File: src/rtl/lcd_string_writer.sv
`default_nettype none
// +----------------------------------------------------------------------------+
// | lcd_string_writer: streams a prefix command plus message characters to the |
// | LCD controller over its E/DATA handshake.        Revision: 1.0             |
// +----------------------------------------------------------------------------+
module lcd_string_writer #(
   parameter int         MAX_LEN     = 32,
   parameter int         LINE_LEN    = 16,
   parameter logic [7:0] LINE2_CMD   = 8'hC0,
   parameter logic [7:0] HOME_CMD    = 8'h80,
   parameter logic [7:0] CLEAR_CMD   = 8'h01,
   parameter int         ACK_TIMEOUT = 64
) (
   input  logic                         clk,
   input  logic                         rst,
   input  logic                         start,
   input  logic [8*MAX_LEN-1:0]         msg,
   input  logic [$clog2(MAX_LEN+1)-1:0] len,
   input  logic                         clear_first,
   input  logic                         lcd_ready,
   output logic [7:0]                   lcd_data,
   output logic                         lcd_rs,
   output logic                         lcd_e,
   output logic                         busy,
   output logic                         done,
   output logic                         err,
   output logic [3:0]                   state_dbg
);

   localparam int LW = $clog2(MAX_LEN+1);
   localparam int CW = $clog2(ACK_TIMEOUT+1);
   localparam logic [LW-1:0] MAX_POS  = LW'(MAX_LEN);
   localparam logic [LW-1:0] LINE_POS = LW'(LINE_LEN);
   localparam logic [CW-1:0] TMO      = CW'(ACK_TIMEOUT);

   typedef enum logic [2:0] {
      IDLE       = 3'd0,
      ISSUE      = 3'd1,
      WAIT_ACK   = 3'd2,
      WAIT_READY = 3'd3,
      DONE       = 3'd4
   } state_t;

   state_t               state, state_nx;
   logic [8*MAX_LEN-1:0] msg_q;
   logic [LW-1:0]        len_q, char_idx, char_idx_nx;
   logic                 clear_q, at_prefix, at_prefix_nx, wrap_done, wrap_done_nx;
   logic [CW-1:0]        tmo_cnt, tmo_cnt_nx;
   logic [7:0]           data_nx, cur_char, item_data;
   logic                 rs_nx, e_nx, busy_nx, err_nx, latch;
   logic                 wrap_item, last_item, item_rs;

   // The line-2 address is slotted in once, just before char LINE_LEN.
   assign wrap_item = !at_prefix && !wrap_done && (len_q > LINE_POS) && (char_idx == LINE_POS);
   assign last_item = at_prefix ? (len_q == '0)
                                : (!wrap_item && (char_idx == len_q - LW'(1)));
   assign cur_char  = 8'(msg_q >> {char_idx, 3'b000});
   assign item_rs   = !at_prefix && !wrap_item;
   assign item_data = at_prefix ? (clear_q ? CLEAR_CMD : HOME_CMD)
                                : (wrap_item ? LINE2_CMD : cur_char);
   assign state_dbg = 4'(state);

   always_comb begin
      state_nx     = state;
      at_prefix_nx = at_prefix;
      wrap_done_nx = wrap_done;
      char_idx_nx  = char_idx;
      tmo_cnt_nx   = tmo_cnt;
      data_nx      = lcd_data;
      rs_nx        = lcd_rs;
      e_nx         = 1'b0;
      busy_nx      = busy;
      err_nx       = err;
      latch        = 1'b0;
      case (state)
         IDLE: begin
            if (start) begin
               latch        = 1'b1;
               err_nx       = 1'b0;
               busy_nx      = 1'b1;
               at_prefix_nx = 1'b1;
               wrap_done_nx = 1'b0;
               char_idx_nx  = '0;
               state_nx     = ISSUE;
            end
         end
         ISSUE: begin
            if (lcd_ready) begin
               data_nx    = item_data;
               rs_nx      = item_rs;
               e_nx       = 1'b1;
               tmo_cnt_nx = '0;
               state_nx   = WAIT_ACK;
            end
         end
         WAIT_ACK: begin
            if (!lcd_ready) begin
               state_nx = WAIT_READY;
            end else begin
               tmo_cnt_nx = tmo_cnt + CW'(1);
               if (tmo_cnt_nx == TMO) begin
                  err_nx   = 1'b1;
                  state_nx = DONE;
               end
            end
         end
         WAIT_READY: begin
            // No timeout here: a clear-display can keep the controller busy ~44k cycles.
            if (lcd_ready) begin
               if (last_item) begin
                  state_nx = DONE;
               end else begin
                  state_nx = ISSUE;
                  if (at_prefix)      at_prefix_nx = 1'b0;
                  else if (wrap_item) wrap_done_nx = 1'b1;
                  else                char_idx_nx  = char_idx + LW'(1);
               end
            end
         end
         DONE: begin
            busy_nx  = 1'b0;
            state_nx = IDLE;
         end
         default: begin
            busy_nx  = 1'b0;
            state_nx = IDLE;
         end
      endcase
   end

   always_ff @(posedge clk) begin
      if (rst) begin
         state     <= IDLE;
         at_prefix <= 1'b1;
         wrap_done <= 1'b0;
         char_idx  <= '0;
         tmo_cnt   <= '0;
         len_q     <= '0;
         clear_q   <= 1'b0;
         lcd_data  <= 8'h00;
         lcd_rs    <= 1'b0;
         lcd_e     <= 1'b0;
         busy      <= 1'b0;
         done      <= 1'b0;
         err       <= 1'b0;
      end else begin
         state     <= state_nx;
         at_prefix <= at_prefix_nx;
         wrap_done <= wrap_done_nx;
         char_idx  <= char_idx_nx;
         tmo_cnt   <= tmo_cnt_nx;
         lcd_data  <= data_nx;
         lcd_rs    <= rs_nx;
         lcd_e     <= e_nx;
         busy      <= busy_nx;
         done      <= (state_nx == DONE);
         err       <= err_nx;
         if (latch) begin
            len_q   <= (len > MAX_POS) ? MAX_POS : len;
            clear_q <= clear_first;
         end
      end
   end

   always_ff @(posedge clk) begin
      if (latch) msg_q <= msg;
   end

endmodule
`default_nettype wire

File: config.mk
export PLATFORM = sky130hd
export DESIGN_NAME = lcd_string_writer
export DESIGN_NICKNAME = d
export VERILOG_FILES = /design/src/rtl/lcd_string_writer.sv
export SDC_FILE = /design/constraint.sdc
export NUM_CORES = 1
export LEC_CHECK = 0
export CAP_MARGIN = 30
export CORE_UTILIZATION = 53
export CTS_CLUSTER_DIAMETER = 120
export DETAILED_ROUTE_END_ITERATION = 8
export PLACE_DENSITY = 0.85
export SYNTH_ARGS = -nofsm -noshare
export SYNTH_HDL_FRONTEND = slang
export SYNTH_SLANG_ARGS = --single-unit
File: constraint.sdc
create_clock -name clk -period 8 [get_ports clk]
set_clock_uncertainty 0.1 [all_clocks]
set_input_delay 0.8 -clock clk [delete_from_list [all_inputs] [get_ports clk]]
set_output_delay 0.8 -clock clk [all_outputs]
set_load 0.01 [all_outputs]
==> flow_summary.json, run 1 <==
{
  "critical_path_required_ps": 8320,
  "synth_area_um2": 11590,
  "post-route-period-util": 0.4432,
  "fin_setup_tns_ps": 0,
  "grt_setup_unrepaired": "no",
  "preCtsSetupSlack_ps": 4312,
  "cts.repair.resized": 0,
  "initial_utilization": 0.5460,
  "design.portCount": 284,
  "synthesis.instances": 603,
  "area_growth_syn_to_layout_pct": 35.24,
  "first_global_vias": 7172,
  "clkLatencyLatePin_ps": 540,
  "detail-route-antenna-nets": 0,
  "worst_hold_slack_ps": 358.1,
  "max_cap_violations": 0,
  "dpl_hpwl_um": 18420,
  "finalInstanceArea_um2": 15670,
  "pin_slew_with_the_least_headroom_to_its_limit_ps": 1003,
  "drive_above_1_share": 0.1530,
  "placementRows": 53,
  "drcViolationCount": 0,
  "maximum_level_of_the_cts_h_tree": 1,
  "cts_tree": "done",
  "run_status": "finished clean",
  "start_kind": "flip-flop",
  "wl_per_cell_um": 22.31,
  "totalWireLength_um": 26580,
  "synth-warning-count": 0,
  "number_of_nets_produced_by_synthesis": 875,
  "dr.first_iter.drc_count": 382,
  "max_slew_headroom": 0.3314,
  "grt_max_degree": 93,
  "cp_max_fo": 37,
  "clk_pin_slew_worst_paths_ps": 60,
  "grt_first_pass_wirelength_um": 39390,
  "mostFrequentLayoutCells": "sky130_fd_sc_hd__clkdlybuf4s50_1 (282), sky130_fd_sc_hd__edfxtp_1 (256), sky130_fd_sc_hd__mux4_2 (80)",
  "placedInstanceArea_um2": 14690,
  "layout.area.seq_um2": 8457,
  "ys_seq_area_frac": 0.7291,
  "clock_path_buffers": 3,
  "setup_ws_ps": 4454,
  "timing.fmax_mhz": 282.0,
  "path_class": "flip-flop to flip-flop",
  "antenna_found_initial": 1,
  "leakagePower_nw": 5.151,
  "synth.ff_latch_count": 294,
  "chipHeight_um": 149.9,
  "synthDistinctLibCells": 47,
  "core_um2": 21220,
  "detailedRoute.firstPassIterationCount": 4,
  "final-hold-violation-count": 0,
  "num-fill-cells": 1245,
  "synth.avg_cell_area_um2": 19.22,
  "vias": 6699,
  "numClockSinks": 294,
  "io_buffer_count": 282,
  "total_congestion_overflow": 0,
  "hold_path_class": "flip-flop to flip-flop",
  "clock_tree.root_cell": "sky130_fd_sc_hd__clkbuf_16",
  "power.density_cell_area_nw_per_um2": 225.6,
  "asyncSetResetFlopFracSynth": 0,
  "cts_inserted_buffers": 29,
  "multi_input_area_um2": 2964,
  "place_congestion": 0.7945,
  "most_frequent_standard_cell_in_the_layout_excluding_fill_and_tap_cells": "sky130_fd_sc_hd__clkdlybuf4s50_1",
  "cp-end-kind": "flip-flop",
  "period_needed_ps": 3546,
  "dominantRegCellSynth": "sky130_fd_sc_hd__edfxtp_1",
  "die_area_um2": 22460,
  "max-vdd-ir-drop_mv": 0.1715,
  "via_per_inst": 5.625,
  "grt.total_usage": 0.2414,
  "chipWidth_um": 149.9,
  "postCtsSetupBuffers": 0,
  "final_core_util": 0.7385,
  "timing_max_transition_violations_final": 0,
  "finish.net_count": 1165,
  "worst_ep_arrival_time_ps": 3870,
  "count_of_hold_fix_buffers_inserted_at_cts": 0,
  "synth_edf_count": 256,
  "finalSetupViolCount": 0
}
-- sequential cells by signal (all words and copies together) (netlist names), 3 cells and up --
signal / count
char_idx: 6
lcd_data: 8
len_q: 6
msg_q: 256
state: 3
tmo_cnt: 7
-- final cells by class --
| type | instances | area share |
|---|---|---|
| flip-flops and latches | 294 | 0.5396 |
| multi-input cells | 273 | 0.1891 |
| repair buffers | 288 | 0.1843 |
| clock buffers | 45 | 0.05333 |
| well taps | 275 | 0.02196 |
| clock inverters | 8 | 0.009341 |
| inverters | 7 | 0.002156 |
| diodes | 1 | 0.0001597 |
-- final timing paths --
path | from | end | slack (ps) | cells after the start
worst min register to register | lcd_data[2] | lcd_data[2] | 360 | 2
worst max-delay path | char_idx[0] | char_idx[0] | 4450 | 9
worst min-delay path | lcd_data[2] | lcd_data[2] | 360 | 2
worst max register to register | char_idx[0] | char_idx[0] | 4450 | 9
-- kinds of logic after synthesis --
logic type,Yosys count,share of synthesized area
flip-flops,294,0.7291
AO/OA/AOI/OAI,59,0.03380
XOR/XNOR,7,0.005291
adder cells (fa/ha/maj),5,0.005399
buffers and inverters,36,0.01512
multiplexers,89,0.1633
other,1,0.0003236
AND/OR/NAND/NOR,112,0.04773
-- metrics by stage --
| step | cells | power, mW |
|---|---|---|
| 4_1_cts | 1190 | 3.562 |
| 6_report | 1191 | 3.535 |
| 3_3_place_gp | 1136 | 2.155 |
| 2_1_floorplan | 603 | 1.990 |
| 5_1_grt | 1191 | 3.642 |
| 3_5_place_dp | 1137 | 2.172 |
-- layer usage --
layer,GRT usage,part of all wire,up-vias
li1,-,-,3034
met1,0.2806,0.36,3307
met2,0.4440,0.54,302
met3,0.04390,0.062,56
met4,0.08788,0.035,0
met5,0,0,-
-- cell usage after synthesis (5+ instances only) --
cell type	number	area (um2)
sky130_fd_sc_hd__nand3b_1	7	52.55
sky130_fd_sc_hd__nor2_1	31	116.4
sky130_fd_sc_hd__ha_1	5	62.56
sky130_fd_sc_hd__nor3_1	8	40.04
sky130_fd_sc_hd__nand2_1	35	131.4
sky130_fd_sc_hd__a21oi_1	24	120.1
sky130_fd_sc_hd__o21ai_0	14	70.07
sky130_fd_sc_hd__nand3_1	6	30.03
sky130_fd_sc_hd__inv_1	7	26.28
sky130_fd_sc_hd__mux4_2	80	1802
sky130_fd_sc_hd__edfxtp_1	256	7687
sky130_fd_sc_hd__mux2i_1	9	90.09
sky130_fd_sc_hd__dfxtp_1	38	760.7
sky130_fd_sc_hd__clkbuf_1	9	33.78
sky130_fd_sc_hd__buf_2	14	70.07
-- critical path: stages, from the launching register on --
cell	delay [ps]
sky130_fd_sc_hd__dfxtp_4	770
sky130_fd_sc_hd__buf_4	700
sky130_fd_sc_hd__inv_1	190
sky130_fd_sc_hd__ha_1	240
sky130_fd_sc_hd__and4bb_1	190
sky130_fd_sc_hd__nand4b_1	180
sky130_fd_sc_hd__o21bai_4	130
sky130_fd_sc_hd__nor4_2	440
sky130_fd_sc_hd__a211oi_2	150
sky130_fd_sc_hd__o31ai_1	280
-- power by group --
group / total [mW] / switching (mW) / internal (mW) / leakage (nW)
clock network: 1.39 / 0.550 / 0.844 / 0.475
logic: 0.300 / 0.122 / 0.178 / 1.92
registers: 1.84 / 0.0363 / 1.80 / 2.75
total: 3.53 / 0.709 / 2.83 / 5.15
Power figures use the tool's default switching activity.
==> inputs of run 2 (changes only) <==
- CORE_UTILIZATION: 53 -> 45
- PLACE_DENSITY: 0.85 -> 0.77
- clock period: 8 -> 2.9 ns (I/O delays scaled with it)
==> run 2 against run 1 <==
  * Worst hold slack worse by 170 ps
  * Utilization down 11 points
  * Die area up 18%
  * Highest routed layer unchanged
  * Routed wire length down 1.4%
  * Critical path depth unchanged
  * Maximum frequency up 38%
  * Sequential power rose to 2.8 times the previous value
==> flow_summary.json, run 2 (same netlist as run 1, synthesis figures left out) <==
{
  "critical_path_required_ps": 3250,
  "detailedRoute.firstPassIterationCount": 5,
  "placementRows": 58,
  "worst_ep_arrival_time_ps": 2920,
  "chipHeight_um": 162.5,
  "via_per_inst": 5.293,
  "clkLatencyLatePin_ps": 550,
  "num-fill-cells": 1777,
  "post-route-period-util": 0.8858,
  "cts.repair.resized": 0,
  "max_cap_violations": 0,
  "maximum_level_of_the_cts_h_tree": 1,
  "cts_inserted_buffers": 31,
  "most_frequent_standard_cell_in_the_layout_excluding_fill_and_tap_cells": "sky130_fd_sc_hd__clkdlybuf4s50_1",
  "max_slew_headroom": 0.5844,
  "run_status": "finished clean",
  "dpl_hpwl_um": 18990,
  "internal_power_mw": 7.533,
  "topRoutingLayerUsed": "met4",
  "finish.net_count": 1178,
  "clock_tree.root_cell": "sky130_fd_sc_hd__clkbuf_16",
  "detail-route-antenna-nets": 0,
  "largest_register_ffs": 256,
  "cp-end-kind": "flip-flop",
  "grt_max_degree": 116,
  "clk_pin_slew_worst_paths_ps": 60,
  "path_class": "flip-flop to flip-flop",
  "preCtsSetupSlack_ps": 312.9,
  "period_needed_ps": 2569,
  "power.density_cell_area_nw_per_um2": 601.5,
  "io_buffer_count": 282,
  "timing.fmax_mhz": 389.3,
  "leakagePower_nw": 5.195,
  "antenna_cells": 0,
  "chipWidth_um": 162.5,
  "setup_ws_ps": 331.1,
  "design.portCount": 284,
  "initial_utilization": 0.4588,
  "power_switching_mw": 1.994,
  "drive_above_1_share": 0.1631,
  "first_global_vias": 6967,
  "top_regs": "msg_q (256), lcd_data (8), tmo_cnt (7)",
  "vias": 6648,
  "total_congestion_overflow": 0,
  "grt.total_usage": 0.2024,
  "finalSetupViolCount": 0,
  "count_of_hold_fix_buffers_inserted_at_cts": 0,
  "antenna_found_initial": 0,
  "area_growth_syn_to_layout_pct": 36.70,
  "pwr-share-seq": 0.533,
  "start_kind": "flip-flop",
  "multi_input_area_um2": 2964,
  "numClockSinks": 294,
  "die_area_um2": 26390,
  "cts_tree": "done",
  "clock_path_buffers": 3,
  "final-hold-violation-count": 0,
  "core_um2": 25250,
  "postCtsSetupBuffers": 0,
  "cp_max_fo": 20,
  "grt_setup_unrepaired": "no",
  "regMostFlops": "msg_q",
  "p_clk_frac": 0.379,
  "layout.area.seq_um2": 8457,
  "max-vdd-ir-drop_mv": 0.6245,
  "mostFrequentLayoutCells": "sky130_fd_sc_hd__clkdlybuf4s50_1 (282), sky130_fd_sc_hd__edfxtp_1 (256), sky130_fd_sc_hd__mux4_2 (80)",
  "totalWireLength_um": 26210,
  "netSwitchingFraction": 0.2093,
  "dr.first_iter.drc_count": 347,
  "m1WireLength_um": 10070,
  "grt_first_pass_wirelength_um": 39350,
  "routed-wl-met2_um": 13500,
  "pin_slew_with_the_least_headroom_to_its_limit_ps": 623.4,
  "place_congestion": 0.8503,
  "met3WireLength_um": 1880,
  "fin_setup_tns_ps": 0,
  "comb_power_share": 0.089,
  "timing_max_transition_violations_final": 0,
  "wl_per_cell_um": 20.86,
  "hold_path_class": "primary input to flip-flop",
  "drcViolationCount": 0
}
==> run 2: changes by cell type in the layout (fill, tap and decap cells not counted), moves of 4 or more <==
| cell | before | now |
|---|---|---|
| sky130_fd_sc_hd__buf_12 | 0 | 8 |
| sky130_fd_sc_hd__buf_4 | 5 | 9 |
| sky130_fd_sc_hd__clkbuf_8 | 5 | 0 |
| sky130_fd_sc_hd__clkbuf_1 | 11 | 7 |
| sky130_fd_sc_hd__clkinv_1 | 0 | 4 |
==> run 2: worst paths after layout <==
kind / end / slack [ps] / start / cells after the start
worst min register to register: lcd_data[2] / 360 / lcd_data[2] / 2
worst max register to register: char_idx[3] / 330 / char_idx[0] / 9
worst max-delay path: char_idx[3] / 330 / char_idx[0] / 9
worst min-delay path: msg_q[92] / 180 / msg[92] / 1
==> run 2: worst max-delay path, cell delays in order (launching register included) <==
cell and delay (ps):
sky130_fd_sc_hd__dfxtp_4 470, sky130_fd_sc_hd__inv_1 150, sky130_fd_sc_hd__ha_1 160, sky130_fd_sc_hd__and4bb_1 190
sky130_fd_sc_hd__nand4b_1 180, sky130_fd_sc_hd__o21bai_4 280, sky130_fd_sc_hd__nor4_2 110, sky130_fd_sc_hd__a2111oi_4 460
sky130_fd_sc_hd__a21oi_1 120, sky130_fd_sc_hd__a31o_2 230
==> run 2: power by group through the flow <==
stage	sequential (mW)	clock, mW	combinational (mW)
final	5.07	3.61	0.847
after global routing	5.10	3.85	0.906
after CTS	5.08	3.68	0.861
after detailed placement	5.16	0	0.856
after global placement	5.15	0	0.841
after floorplan	5.12	0	0.340
==> run 2: final cells by class <==
type,instances,area share
flip-flops and latches,294,0.5339
repair buffers,299,0.1926
multi-input cells,273,0.1871
clock buffers,38,0.05063
well taps,330,0.02607
clock inverters,15,0.007583
inverters,7,0.002133
==> run 2: per-stage QoR <==
| stage | power (mW) | cells | utilization | hold WS [ps] | cell area, um2 |
|---|---|---|---|---|---|
| 6_report | 9.528 | 1256 | 0.6272 | 184.8 | 15840 |
| 2_1_floorplan | 5.458 | 603 | - | 274.1 | 11600 |
| 5_1_grt | 9.858 | 1256 | 0.6272 | 149.2 | 15840 |
| 3_5_place_dp | 6.019 | 1203 | 0.5907 | 351.0 | 14920 |
| 4_1_cts | 9.621 | 1256 | 0.6272 | 159.2 | 15840 |
| 3_3_place_gp | 5.992 | 1203 | 0.5907 | 340.6 | 14920 |
==> run 2: layer usage <==
layer  vias to the layer above  GRT usage
li1                       3056          -
met1                      3272     0.2492
met2                       271     0.3516
met3                        49    0.04762
met4                         0    0.06561
met5                         -          0
